==> src/rtl/dmem_req_arbiter_pkg.sv <==
// Shared types, command encodings and the round-robin pick helper for the
// data-memory request arbiter.
package dmem_arb_pkg;

  localparam int TAG_W    = 7;
  localparam int MAX_NREQ = 4;

  typedef enum logic [4:0] {
    M_XRD     = 5'b00000,
    M_XWR     = 5'b00001,
    M_PFR     = 5'b00010,
    M_PFW     = 5'b00011,
    M_XA_SWAP = 5'b00100,
    M_FLUSH   = 5'b00101,
    M_XLR     = 5'b00110,
    M_XSC     = 5'b00111
  } mem_cmd_e;

  typedef struct packed {
    logic [31:0]      addr;
    logic [TAG_W-1:0] tag;
    logic [4:0]       cmd;
    logic [1:0]       size;
    logic             is_signed;
    logic [1:0]       dprv;
    logic             phys;
    logic             no_alloc;
    logic             no_xcpt;
    logic [31:0]      data;
    logic [3:0]       mask;
  } dmem_req_t;

  // First eligible index at or after ptr, wrapping modulo nreq; returns ptr
  // when nothing is eligible (the caller qualifies with any-eligible).
  function automatic int unsigned rr_pick(input logic [MAX_NREQ-1:0] eligible,
                                          input logic [1:0]          ptr,
                                          input int unsigned         nreq);
    int unsigned idx;
    logic        found;
    rr_pick = 32'(ptr);
    found   = 1'b0;
    for (int unsigned i = 0; i < MAX_NREQ; i++) begin
      idx = (32'(ptr) + i) % nreq;
      if (!found && i < nreq && ((eligible >> idx) & 4'b0001) != 4'b0000) begin
        rr_pick = idx;
        found   = 1'b1;
      end
    end
  endfunction

endpackage

==> src/rtl/dmem_req_arbiter_if.sv <==
// Requester-side, cache-side and response-routing signals of the arbiter.
// slave is the arbiter's view; master is the surrounding core's view.
interface dmem_req_arbiter_if #(
  parameter  int NREQ = 2,
  localparam int IDW  = $clog2(NREQ)
) ();
  import dmem_arb_pkg::*;

  logic [NREQ-1:0]             req_valid;
  logic [NREQ-1:0]             req_ready;
  dmem_req_t [NREQ-1:0]        req_bits;
  logic                        mem_valid;
  logic                        mem_ready;
  dmem_req_t                   mem_bits;
  logic                        resp_valid;
  logic [TAG_W-1:0]            resp_tag;
  logic                        nack_valid;
  logic [TAG_W-1:0]            nack_tag;
  logic [NREQ-1:0]             rsp_valid_o;
  logic [NREQ-1:0]             nack_o;
  logic [TAG_W-IDW-1:0]        rsp_tag_o;

  modport slave (
    input  req_valid, req_bits, mem_ready, resp_valid, resp_tag, nack_valid, nack_tag,
    output req_ready, mem_valid, mem_bits, rsp_valid_o, nack_o, rsp_tag_o
  );

  modport master (
    output req_valid, req_bits, mem_ready, resp_valid, resp_tag, nack_valid, nack_tag,
    input  req_ready, mem_valid, mem_bits, rsp_valid_o, nack_o, rsp_tag_o
  );

endinterface

==> src/rtl/dmem_arb_outstanding_ctr.sv <==
// Per-requester outstanding-transaction counter: +1 on accept, -0/1/2 on
// completions, floored at zero with an underflow flag.
module dmem_arb_outstanding_ctr #(
  parameter  int MAX_OUT = 4,
  localparam int CW      = $clog2(MAX_OUT + 1)
) (
  input  logic          clock,
  input  logic          reset,
  input  logic          inc_i,
  input  logic [1:0]    dec_i,
  output logic [CW-1:0] cnt_o,
  output logic          full_o,
  output logic          underflow_o
);

  logic [CW-1:0] cnt_q, cnt_d, base;

  // NOTE: every always_comb output gets a value on every path, so no latch.
  always_comb begin
    underflow_o = 32'(dec_i) > 32'(cnt_q);
    base        = underflow_o ? '0 : cnt_q - CW'(dec_i);
    cnt_d       = base + CW'(inc_i);
  end

  // NOTE: reset is synchronous and active-high, so it lives inside the clocked block.
  always_ff @(posedge clock) begin
    if (reset) cnt_q <= '0;
    else       cnt_q <= cnt_d;
  end

  assign cnt_o  = cnt_q;
  assign full_o = 32'(cnt_q) >= MAX_OUT;

endmodule

==> src/rtl/dmem_req_arbiter.sv <==
// Round-robin arbiter sharing one data-cache request port among NREQ
// requesters, routing responses/nacks back by the id held in the upper tag bits.
module dmem_req_arbiter
  import dmem_arb_pkg::*;
#(
  parameter  int NREQ    = 2,
  parameter  int MAX_OUT = 4,
  localparam int IDW     = $clog2(NREQ),
  localparam int CW      = $clog2(MAX_OUT + 1)
) (
  input  logic                   clock,
  input  logic                   reset,
  dmem_req_arbiter_if.slave      bus,
  input  logic                   quiesce,
  output logic                   idle,
  output logic                   err
);

  logic [NREQ-1:0]         eligible, full, uflow, req_ready, rsp_hit, nack_hit;
  logic [NREQ-1:0][CW-1:0] cnt;
  logic [NREQ-1:0][1:0]    dec;
  logic [IDW-1:0]          ptr_q, grant_q, grant, resp_id, nack_id;
  logic                    lock_q, err_q, mem_valid, resp_ok, nack_ok, bad_id, all_zero;
  dmem_req_t               mem_req;

  assign resp_id = bus.resp_tag[TAG_W-1 -: IDW];
  assign nack_id = bus.nack_tag[TAG_W-1 -: IDW];

  always_comb begin
    eligible  = bus.req_valid & ~full & {NREQ{~quiesce}};
    // A pending grant is frozen until its handshake, even under quiesce.
    grant     = lock_q ? grant_q : IDW'(rr_pick(4'(eligible), 2'(ptr_q), NREQ));
    mem_valid = (|eligible) | lock_q;
    mem_req   = bus.req_bits[grant];
    mem_req.tag[TAG_W-1 -: IDW] = grant;
    for (int i = 0; i < NREQ; i++) begin
      req_ready[i] = bus.mem_ready && mem_valid && (grant == IDW'(i));
    end
  end

  assign bus.mem_valid = mem_valid;
  assign bus.mem_bits  = mem_req;
  assign bus.req_ready = req_ready;

  always_comb begin
    resp_ok  = bus.resp_valid && (32'(resp_id) < NREQ);
    nack_ok  = bus.nack_valid && (32'(nack_id) < NREQ);
    bad_id   = (bus.resp_valid && !resp_ok) || (bus.nack_valid && !nack_ok);
    all_zero = 1'b1;
    for (int i = 0; i < NREQ; i++) begin
      rsp_hit[i]  = resp_ok && (resp_id == IDW'(i));
      nack_hit[i] = nack_ok && (nack_id == IDW'(i));
      dec[i]      = {1'b0, rsp_hit[i]} + {1'b0, nack_hit[i]};
      if (cnt[i] != '0) all_zero = 1'b0;
    end
  end

  assign bus.rsp_valid_o = rsp_hit;
  assign bus.nack_o      = nack_hit;
  assign bus.rsp_tag_o   = bus.resp_valid ? bus.resp_tag[TAG_W-IDW-1:0]
                                          : bus.nack_tag[TAG_W-IDW-1:0];
  assign idle            = all_zero && !mem_valid;
  assign err             = err_q;

  for (genvar g = 0; g < NREQ; g++) begin : g_ctr
    dmem_arb_outstanding_ctr #(.MAX_OUT(MAX_OUT)) u_ctr (
      .clock       (clock),
      .reset       (reset),
      .inc_i       (req_ready[g]),
      .dec_i       (dec[g]),
      .cnt_o       (cnt[g]),
      .full_o      (full[g]),
      .underflow_o (uflow[g])
    );
  end

  // NOTE: state registers use non-blocking assignments so every flop samples pre-edge values.
  always_ff @(posedge clock) begin
    if (reset) begin
      ptr_q   <= '0;
      grant_q <= '0;
      lock_q  <= 1'b0;
      err_q   <= 1'b0;
    end else begin
      if (mem_valid && bus.mem_ready) begin
        ptr_q  <= (32'(grant) == NREQ - 1) ? '0 : grant + 1'b1;
        lock_q <= 1'b0;
      end else if (mem_valid) begin
        lock_q  <= 1'b1;
        grant_q <= grant;
      end
      if ((|uflow) || bad_id) err_q <= 1'b1;
    end
  end

endmodule

==> src/flat_wrapper.sv <==
// flat-port wrapper written by rule: the top's interface ports become plain ports
module dmem_req_arbiter_flat import dmem_arb_pkg::*;
#(
  parameter  int NREQ    = 2,
  parameter  int MAX_OUT = 4,
  localparam int IDW     = $clog2(NREQ),
  localparam int CW      = $clog2(MAX_OUT + 1)
)
  (clock, reset, quiesce, idle, err, bus_req_valid, bus_req_bits, bus_mem_ready, bus_resp_valid, bus_resp_tag, bus_nack_valid, bus_nack_tag, bus_req_ready, bus_mem_valid, bus_mem_bits, bus_rsp_valid_o, bus_nack_o, bus_rsp_tag_o);
  dmem_req_arbiter_if #(.NREQ(NREQ)) bus_i ();
  input  logic clock;
  input  logic reset;
  input  logic quiesce;
  output logic idle;
  output logic err;
  input wire logic [$bits(bus_i.req_valid)-1:0] bus_req_valid;
  input wire logic [$bits(bus_i.req_bits)-1:0] bus_req_bits;
  input wire logic [$bits(bus_i.mem_ready)-1:0] bus_mem_ready;
  input wire logic [$bits(bus_i.resp_valid)-1:0] bus_resp_valid;
  input wire logic [$bits(bus_i.resp_tag)-1:0] bus_resp_tag;
  input wire logic [$bits(bus_i.nack_valid)-1:0] bus_nack_valid;
  input wire logic [$bits(bus_i.nack_tag)-1:0] bus_nack_tag;
  output wire logic [$bits(bus_i.req_ready)-1:0] bus_req_ready;
  output wire logic [$bits(bus_i.mem_valid)-1:0] bus_mem_valid;
  output wire logic [$bits(bus_i.mem_bits)-1:0] bus_mem_bits;
  output wire logic [$bits(bus_i.rsp_valid_o)-1:0] bus_rsp_valid_o;
  output wire logic [$bits(bus_i.nack_o)-1:0] bus_nack_o;
  output wire logic [$bits(bus_i.rsp_tag_o)-1:0] bus_rsp_tag_o;
  assign bus_i.req_valid = bus_req_valid;
  assign bus_i.req_bits = bus_req_bits;
  assign bus_i.mem_ready = bus_mem_ready;
  assign bus_i.resp_valid = bus_resp_valid;
  assign bus_i.resp_tag = bus_resp_tag;
  assign bus_i.nack_valid = bus_nack_valid;
  assign bus_i.nack_tag = bus_nack_tag;
  assign bus_req_ready = bus_i.req_ready;
  assign bus_mem_valid = bus_i.mem_valid;
  assign bus_mem_bits = bus_i.mem_bits;
  assign bus_rsp_valid_o = bus_i.rsp_valid_o;
  assign bus_nack_o = bus_i.nack_o;
  assign bus_rsp_tag_o = bus_i.rsp_tag_o;
  dmem_req_arbiter #(.NREQ(NREQ), .MAX_OUT(MAX_OUT)) u_core (.clock(clock), .reset(reset), .bus(bus_i), .quiesce(quiesce), .idle(idle), .err(err));
endmodule
==> config.mk <==
export PLATFORM = sky130hd
export DESIGN_NAME = dmem_req_arbiter_flat
export DESIGN_NICKNAME = d
export VERILOG_FILES = /design/src/rtl/dmem_req_arbiter_pkg.sv /design/src/rtl/dmem_req_arbiter_if.sv /design/src/rtl/dmem_arb_outstanding_ctr.sv /design/src/rtl/dmem_req_arbiter.sv /design/src/flat_wrapper.sv
export SDC_FILE = /design/constraint.sdc
export NUM_CORES = 1
export LEC_CHECK = 0
export ABC_AREA = 1
export BUFFER_PORTS_ARGS = -buffer_cell sky130_fd_sc_hd__buf_2
export CORE_AREA = 10 10 110 112
export DETAILED_ROUTE_END_ITERATION = 12
export DIE_AREA = 0 0 120 122
export SETUP_SLACK_MARGIN = 0.15
export SYNTH_ARGS = -nofsm -noshare
export SYNTH_HDL_FRONTEND = slang
export SYNTH_HIERARCHICAL = 1
export SYNTH_SLANG_ARGS = --single-unit
==> constraint.sdc <==
create_clock -name clock -period 2.64 [get_ports clock]
set_input_delay 0.528 -clock clock [delete_from_list [all_inputs] [get_ports clock]]
set_output_delay 0.528 -clock clock [all_outputs]
set_load 0.1 [all_outputs]
==> results of run 1 <==
## timing repair
| action | in CTS | in global routing |
|---|---|---|
| hold buffers | 0 | 0 |
| resized for setup | 1 | 9 |
| setup endpoints to repair | 1 | 79 |
| cloned | 0 | 2 |
| pin swaps | 0 | 0 |
## metrics by stage
step / hold WS (ns) / TNS [ns] / setup slack [ns] / std cells
5_1_grt: 0.509 / 0 / 0.165 / 844
6_report: 0.480 / 0 / 0.248 / 845
2_1_floorplan: 0.514 / -0.0684 / -0.0396 / 427
3_5_place_dp: 0.468 / 0 / 0.164 / 837
3_3_place_gp: 0.453 / 0 / 0.171 / 837
4_1_cts: 0.481 / 0 / 0.171 / 841
## where the power goes
| group | internal [W] | switching (W) | leakage (nW) | total [W] |
|---|---|---|---|---|
| clock network | 0.000132 | 0.0000722 | 0.0288 | 0.000204 |
| logic | 0.00174 | 0.00370 | 2.92 | 0.00543 |
| registers | 0.000197 | 0.0000319 | 0.0829 | 0.000229 |
## flip-flops by register name (all words and copies together), names as in the netlist
signal / cells
u_core/ptr_q: 1
u_core/lock_q: 1
u_core/grant_q: 1
u_core/g_ctr.u_ctr/cnt_o: 6
u_core/err: 1
## kinds of logic after synthesis
logic type      after synthesis
compound gates                4
simple gates                334
buf+inv                      67
fa+ha+maj                    12
flops                        10
## routing by layer
metal | share of wire | GRT usage | up-vias
met1 | 0.36 | 0.191 | 1553
met3 | 0.094 | 0.0546 | 8
met4 | 0.0055 | 0.0287 | 2
met5 | 0.00090 | 0 | -
li1 | - | - | 1890
met2 | 0.54 | 0.321 | 162
## area by class of cell
cell class              count  area, sq um
inverters                  36          145
multi-input cells         350         1720
flip-flops and latches     10          201
diodes                      2         5.00
fillers                   990         4740
clock buffers               4         55.1
well taps                 136          170
repair buffers            307         3010
## worst min-delay path: cells and delay by family (launching register included)
family        cells  cell delay [ns]
flops             1             0.33
simple gates      2             0.12
## synth_stat cells (3+ instances only)
library cell  count
nand2_1         215
nand3_1          89
inv_1            36
nor2_1           20
buf_2            15
clkbuf_1         10
dfxtp_1          10
ha_1             10
a21oi_1           4
buf_4             4
nand3_2           3
nor3_1            3
## how the worst max path moves through the flow
stage                                         from                             end  cells after the start
floorplan                           bus_resp_valid  u_core/g_ctr[1].u_ctr/cnt_o[1]                     10
global placement                           quiesce                bus_req_ready[0]                     10
detailed placement                         quiesce                bus_req_ready[0]                     10
CTS                 u_core/g_ctr[1].u_ctr/cnt_o[2]                bus_mem_bits[29]                     10
global route                               quiesce                bus_req_ready[1]                     10
finish                                     quiesce                bus_mem_bits[24]                     10
==> impl_metrics.ini, run 1 <==
[min_path]
hold_depth = 2
min_path_type = flop to flop
hold-path-endpoint = u_core/err
hp-start = u_core/err

[layout]
nets = 918
mostFrequentLayoutCell = nand2_1
final_cell_mix = nand2_1, buf_2, buf_12, nand3_1, inv_1
syn_to_final_growth_pct = 154
drive_above_1_share = 0.477
utilization = 0.528
fin_area_sq_um = 5310

[setup_path]
r2r_cells = 13
crit_path_start_kind = primary input
path_delay_family = simple AND/OR/NAND/NOR gates
max_stage_delay_ns = 0.22
worst_ep_required_time_ns = 2.11
path_buf_inv = 4
timing.rr.start = u_core/g_ctr[1].u_ctr/cnt_o[2]
crit_fanout = 35
cp_slowest_cell = buf_16
regToRegSetupSlack_ns = 0.62
cp-end-kind = primary output
r2r-end = u_core/g_ctr[0].u_ctr/cnt_o[2]
path_class = primary input to primary output
path_cells = buf_2 -> inv_1 -> nand3_2 -> nor2_1 -> nor2_2 -> nand2_4 -> buf_16 -> nand3_1 -> nand2_1 -> buf_12
crit_arrival_ns = 1.86

[placed_design]
place_area_sq_um = 5150
dp_hpwl_mm = 12.3
io_buffers = 298
place.gp.congestion = 0.875

[global_routing]
grt_pass1_wl_mm = 20.3
gr-usage-all-layers = 0.173
grt_max_degree = 70
grt_pass1_vias = 3442
antenna_found_initial = 3
globalRoute.totalOverflow = 0

[route]
drt-vias-per-instance = 4.28
wl_mm = 14.5
route.vias.total = 3615
dr.first_iter.drc_count = 255
wl_per_cell_microns = 17.2
dr.pass1.iters = 4
ant_nets = 0
remaining_drc_errors = 0

[sta]
fin_worst_skew_ns = 0.00206
tightestPinTransition_ns = 0.497
relSlewSlack = 0.671
maxSlewViolCount = 0
min_period_over_period = 0.906
fmax_mhz = 418
finalHoldViolations = 0
fin_crit_ns = 2.39
rsz0062_at_grt = false
setup_violations = 0

[clock_network]
clkTransAtPathRegs_ns = 0.05
clock-sinks = 10
numCtsBuffers = 3
clk_latency_ns = 0.24
clockBufferDepth = 2
clockRootBuffer = clkbuf_8
cts_tree = yes
ctsHtreeMaxLevel = 1
post_cts_buffers = 0

[die]
coreArea_sq_um = 10000
ioPinCount = 301
fp.dieW_microns = 120
num_rows = 37
start_util = 0.208
die_area_sq_um = 14600
die_h_microns = 122

[flow_run]
maxCapViolCount = 0

[synth]
synth-xor-area-share = 0
synth_compound_area_frac = 0.00959
synth-simple-area-share = 0.672
synth-main-ff-cell = dfxtp_1
muxShareOfSynthArea = 0
synth_top_area_frac = 0.386
synthCells = 427
synth.largest_area_cell = nand2_1
yosys.area_share.adder = 0.0791
ys_warn_count = 6
ys_async_sr_fraction = 0
avgSynthCellArea_sq_um = 4.89
synthTopCellsByArea = nand2_1, nand3_1, dfxtp_1, inv_1, ha_1
yosys_register_bits = 10
synth_top_family_by_area = simple AND/OR/NAND/NOR gates
yosysSeqAreaShare = 0.0959
synth_cell_types = 17
syn_area_sq_um = 2090
syn_nets = 637
synth-edff-count = 0

[pwr]
p_total_w = 0.00587
leakage_nw = 3.04
peakVddDrop_uv = 525
power_density_nw_per_um2 = 1110

[run_status]
status = finished, final reports clean
No activity file was read; power rests on OpenSTA's default activity.
==> inputs of run 2 (changes only) <==
- CORE_AREA: 10 10 110 112 -> 10 10 108 110
- DIE_AREA: 0 0 120 122 -> 0 0 118 120
- SYNTH_HIERARCHICAL: 1 -> default
==> run 2 against run 1 <==
Compared with the run above:
- flip-flop and latch count unchanged
- power rose by 11%
- sequential share of layout area is 0.14 points higher
- critical path depth increased by 2
- clock skew grew 0.0012 ns
- synthesized cell count down 5.6%
- critical path type unchanged
- highest routed layer unchanged
==> impl_metrics.ini, run 2 <==
[sta]
rsz0062_at_grt = true
fin_crit_ns = 2.43
layout_setup_ws_ns = 0.215
fmax_mhz = 412
maxSlewViolCount = 0
tightestPinTransition_ns = 0.498
min_period_over_period = 0.919
relSlewSlack = 0.670
finalHoldViolations = 0
setup_violations = 0
fin_worst_skew_ns = 0.00322

[synth]
ys_async_sr_fraction = 0
synth-edff-count = 0
synth-main-ff-cell = dfxtp_1
ys_warn_count = 0
synthTopCellsByArea = nand2_1, dfxtp_1, ha_1, inv_1, buf_2
yosysSeqAreaShare = 0.106
synth_cell_types = 22
syn_area_sq_um = 1890
syn_nets = 613
avgSynthCellArea_sq_um = 4.70
synth_top_area_frac = 0.583
synth.most_common_cell = nand2_1
synth.largest_area_cell = nand2_1
yosys_register_bits = 10
synthCells = 403
synth_commonest_cells = nand2_1, inv_1, nor2_1

[layout]
nFillCells = 916
mostFrequentLayoutCell = nand2_1
stdcell_count = 827
largest_reg_flops = 6
fin_area_sq_um = 5120
final_cell_mix = nand2_1, buf_2, buf_12, inv_1, nor2_1
drive_above_1_share = 0.482
nets = 904
syn_to_final_growth_pct = 170

[clock_network]
ctsHtreeMaxLevel = 1
cts_tree = yes
clockBufferDepth = 2
clkTransAtPathRegs_ns = 0.05
ctsHoldBuffers = 0
numCtsBuffers = 3
clock-sinks = 10
clockRootBuffer = clkbuf_8
clk_latency_ns = 0.24

[setup_path]
path_class = primary input to primary output
timing.rr.start = u_core.g_ctr[0].u_ctr.cnt_o[2]
regToRegSetupSlack_ns = 0.56
cp-end-kind = primary output
crit_arrival_ns = 1.90
crit_path_start_kind = primary input
worst_ep_required_time_ns = 2.11
crit_fanout = 21
critPathLaunch = quiesce

[placed_design]
place_area_sq_um = 4960
io_buffers = 298
dp.cells = 817
dp_hpwl_mm = 12.3
dp_slack_ns = 0.139
place.gp.congestion = 0.891

[die]
coreArea_sq_um = 9550
fp.dieW_microns = 118
die_area_sq_um = 14200
ioPinCount = 301
num_rows = 36
die_h_microns = 120
start_util = 0.198

[route]
wl_per_cell_microns = 16.8
dr.first_iter.drc_count = 109
drt-vias-per-instance = 4.14
dr.pass1.iters = 6
wl_mm = 13.9
ant_nets = 0
route.vias.total = 3427
remaining_drc_errors = 0

[global_routing]
grt_max_degree = 43
gr-usage-all-layers = 0.173
globalRoute.totalOverflow = 0
antenna_found_initial = 2
grt_pass1_vias = 3477
grt_pass1_wl_mm = 19.8

[run_status]
status = finished, final reports clean

[min_path]
hp-start = u_core.err
min_path_type = flop to flop

[pwr]
power_density_nw_per_um2 = 1270
peakVddDrop_uv = 666
leakage_nw = 3.01

[flow_run]
maxCapViolCount = 0
-- run 2: through the flow --
| stage | setup TNS (ns) | total power (W) | utilization | hold WS (ns) |
|---|---|---|---|---|
| finish | 0 | 0.00648 | 0.536 | 0.497 |
| global route | 0 | 0.00673 | 0.536 | 0.507 |
| CTS | 0 | 0.00643 | 0.526 | 0.493 |
| detailed placement | 0 | 0.00620 | 0.520 | 0.480 |
| global placement | 0 | 0.00615 | 0.520 | 0.472 |
| floorplan | -0.319 | 0.00405 | - | 0.496 |
-- run 2: critical path, stage by stage --
cell	delay, ns
buf_2	0.11
nor2_2	0.13
nand2_2	0.09
nand2_1	0.07
nand2_1	0.05
nand2_1	0.10
nand2_4	0.10
buf_4	0.16
buf_12	0.15
nand2_1	0.12
nand2_1	0.11
buf_12	0.17
-- run 2: report_power, final --
part	leakage (nW)	switching [W]	internal, W
registers	0.0829	0.0000491	0.000204
logic	2.90	0.00410	0.00193
clock network	0.0288	0.0000673	0.000132
-- run 2: layout make-up --
class	count	area [sq um]	area share
Clock buffer	4	55.1	0.0108
Timing Repair inverter	1	8.76	0.00171
Sequential cell	10	201	0.0394
Inverter	28	128	0.0249
Timing Repair Buffer	308	3000	0.586
Multi-Input combinational cell	342	1560	0.305
Tap cell	133	166	0.0325
Antenna cell	1	2.50	0.000489
-- run 2: cells by family (layout without fill, tap and decap cells) --
family,Yosys count,in the layout,synth area share
adder cells (fa/ha/maj),12,12,0.0872
AND/OR/NAND/NOR,322,322,0.651
AO/OA/AOI/OAI,6,6,0.0172
flip-flops,10,10,0.106
other,0,1,0
buffers and inverters,51,341,0.130
XOR/XNOR,2,2,0.00925
-- run 2: per-layer routing --
metal / track usage / wire (microns)
met1: 0.164 / 4700
met2: 0.349 / 7770
met3: 0.0628 / 1150
met4: 0.0332 / 223
met5: 0 / 13
-- run 2: timing repair --
| action | in CTS | in global routing |
|---|---|---|
| gates cloned | 0 | 2 |
| resized for setup | 2 | 9 |
| buffers inserted | 0 | 3 |
| setup endpoints to repair | 5 | 72 |
| pin swaps | 0 | 0 |
| hold endpoints to repair | 0 | 0 |
-- run 2: final timing paths --
check / cells past startpoint / to
min: 2 / u_core.err
min reg2reg: 2 / u_core.err
max: 12 / bus_mem_bits[38]
max reg2reg: 11 / u_core.g_ctr[1].u_ctr.cnt_o[2]
==> inputs of run 3 (changes only) <==
- GPL_TIMING_DRIVEN: default -> 0
==> run 3 against run 2 <==
Compared with the run above:
- sequential share of layout area increased by 0.31 points
- cell area decreased by 6.7%
- register-to-register slack improved by 0.11 ns
- via count increased by 6.3%
- first-iteration DRC count increased by 45%
- power decreased by 6.5%
- highest routed layer is now met4
==> impl_metrics.ini, run 3 (synthesis results as in run 2) <==
[clock_network]
clockRootBuffer = clkbuf_8
clockBufferDepth = 2
ctsHtreeMaxLevel = 1
clkTransAtPathRegs_ns = 0.05
cts_tree = yes
ctsHoldBuffers = 0
clock-sinks = 10
numCtsBuffers = 3
clk_latency_ns = 0.24

[placed_design]
place_area_sq_um = 3680
dp_hpwl_mm = 11.9
place.gp.congestion = 0.795
io_buffers = 296

[route]
dr.first_iter.drc_count = 158
ant_nets = 0
remaining_drc_errors = 0
wl_mm = 14.3
dr.pass1.iters = 4
route.vias.total = 3643
drt-vias-per-instance = 4.31
wl_per_cell_microns = 16.9

[die]
start_util = 0.198
die_h_microns = 120
die_area_sq_um = 14200
ioPinCount = 301
coreArea_sq_um = 9550
num_rows = 36
fp.dieW_microns = 118

[setup_path]
max_stage_delay_ns = 0.18
worst_ep_required_time_ns = 2.11
path_common_cell = nand2_1
path_cells = buf_2 -> nor2_4 -> nand2_2 -> nand2_1 -> nand2_1 -> nand2_4 -> nand2_8 -> inv_8 -> buf_8 -> clkbuf_16 -> nand2_1 -> nand2_1 -> buf_12
cp_slowest_cell = buf_12
cp-end-kind = primary output
crit_arrival_ns = 1.87
crit_path_start_kind = primary input
regToRegSetupSlack_ns = 0.67
crit_fanout = 6
path_class = primary input to primary output

[layout]
syn_to_final_growth_pct = 152
largest_reg_flops = 6
nFillCells = 961
final_cell_mix = nand2_1, buf_2, buf_6, buf_12, inv_1
drive_above_1_share = 0.506
seqCellArea_sq_um = 203
fin_area_sq_um = 4770
mostFrequentLayoutCell = nand2_1
multi_input_area_sq_um = 1610
nets = 919

[sta]
fin_crit_ns = 2.40
fin_worst_skew_ns = 0.00439
relSlewSlack = 0.671
tightestPinTransition_ns = 0.498
fmax_mhz = 417
maxSlewViolCount = 0
finalHoldViolations = 0
setup_violations = 0
min_period_over_period = 0.908
rsz0062_at_grt = true

[pwr]
power_density_nw_per_um2 = 1270
leakage_nw = 2.90
p_total_w = 0.00606
peakVddDrop_uv = 863

[global_routing]
grt_util_met2 = 0.333
antenna_found_initial = 3
gr-usage-met3 = 0.0558
globalRoute.totalOverflow = 0
gr-usage-all-layers = 0.174
grt_pass1_vias = 3869
busiest_layer = met2
grt_max_degree = 11
grt_pass1_wl_mm = 20.4
grt_use_met1 = 0.176

[flow_run]
maxCapViolCount = 0

[min_path]
min_path_type = flop to flop

[run_status]
status = finished, final reports clean
## run 3: cell types whose count changed in the layout (fill, tap and decap cells not counted), sizes merged
cell    previous run  this run
buf              307       312
clkbuf             5        14
clkinv             1         0
diode              1         5
inv               26        27
nand2            295       296
## run 3: where the power goes
part	switching (W)	internal, W	total [W]
logic	0.00405	0.00156	0.00561
clock network	0.0000661	0.000132	0.000198
registers	0.0000490	0.000206	0.000255
total	0.00417	0.00190	0.00606
## run 3: area by class of cell
class,count,area share
Antenna cell,5,0.00262
Buffer,22,0.0409
Clock buffer,4,0.0115
Inverter,28,0.0257
Multi-Input combinational cell,343,0.336
Sequential cell,10,0.0425
Tap cell,133,0.0349
Timing Repair Buffer,300,0.503
Timing Repair inverter,1,0.00236
## run 3: final timing paths
| kind | from | endpoint | cells past startpoint |
|---|---|---|---|
| hold reg to reg | u_core.err | u_core.err | 2 |
| hold / removal | u_core.err | u_core.err | 2 |
| setup / recovery | quiesce | bus_mem_bits[53] | 13 |
| setup reg to reg | u_core.g_ctr[1].u_ctr.cnt_o[2] | u_core.g_ctr[0].u_ctr.cnt_o[2] | 13 |
## run 3: what timing repair did
item / in CTS / in global routing
endpoints found under the hold margin: 0 / 0
pin swaps: 0 / 3
gates cloned: 0 / 4
setup endpoints to repair: 90 / 90
buffers inserted: 0 / 2
resized for setup: 143 / 141
## run 3: worst max-delay path, delay by kind of cell
| family | cells | cell delay, ns |
|---|---|---|
| AND/OR/NAND/NOR | 8 | 0.68 |
| buffers and inverters | 5 | 0.65 |
## run 3: metal layers
| layer | vias up | routed length [microns] |
|---|---|---|
| li1 | 1812 | - |
| met1 | 1637 | 4800 |
| met2 | 172 | 7800 |
| met3 | 22 | 1360 |
| met4 | 0 | 377 |
| met5 | - | 0 |
## run 3: per-stage QoR
step	hold WS [ns]	setup WS (ns)	TNS, ns	std cells	utilization
3_5_place_dp	0.486	-0.0869	-1.33	832	0.385
4_1_cts	0.504	0.0780	0	836	0.435
2_1_floorplan	0.496	-0.106	-0.319	403	-
3_3_place_gp	0.476	-0.0700	-0.272	832	0.385
5_1_grt	0.526	0.109	0	844	0.499
6_report	0.500	0.242	0	846	0.500
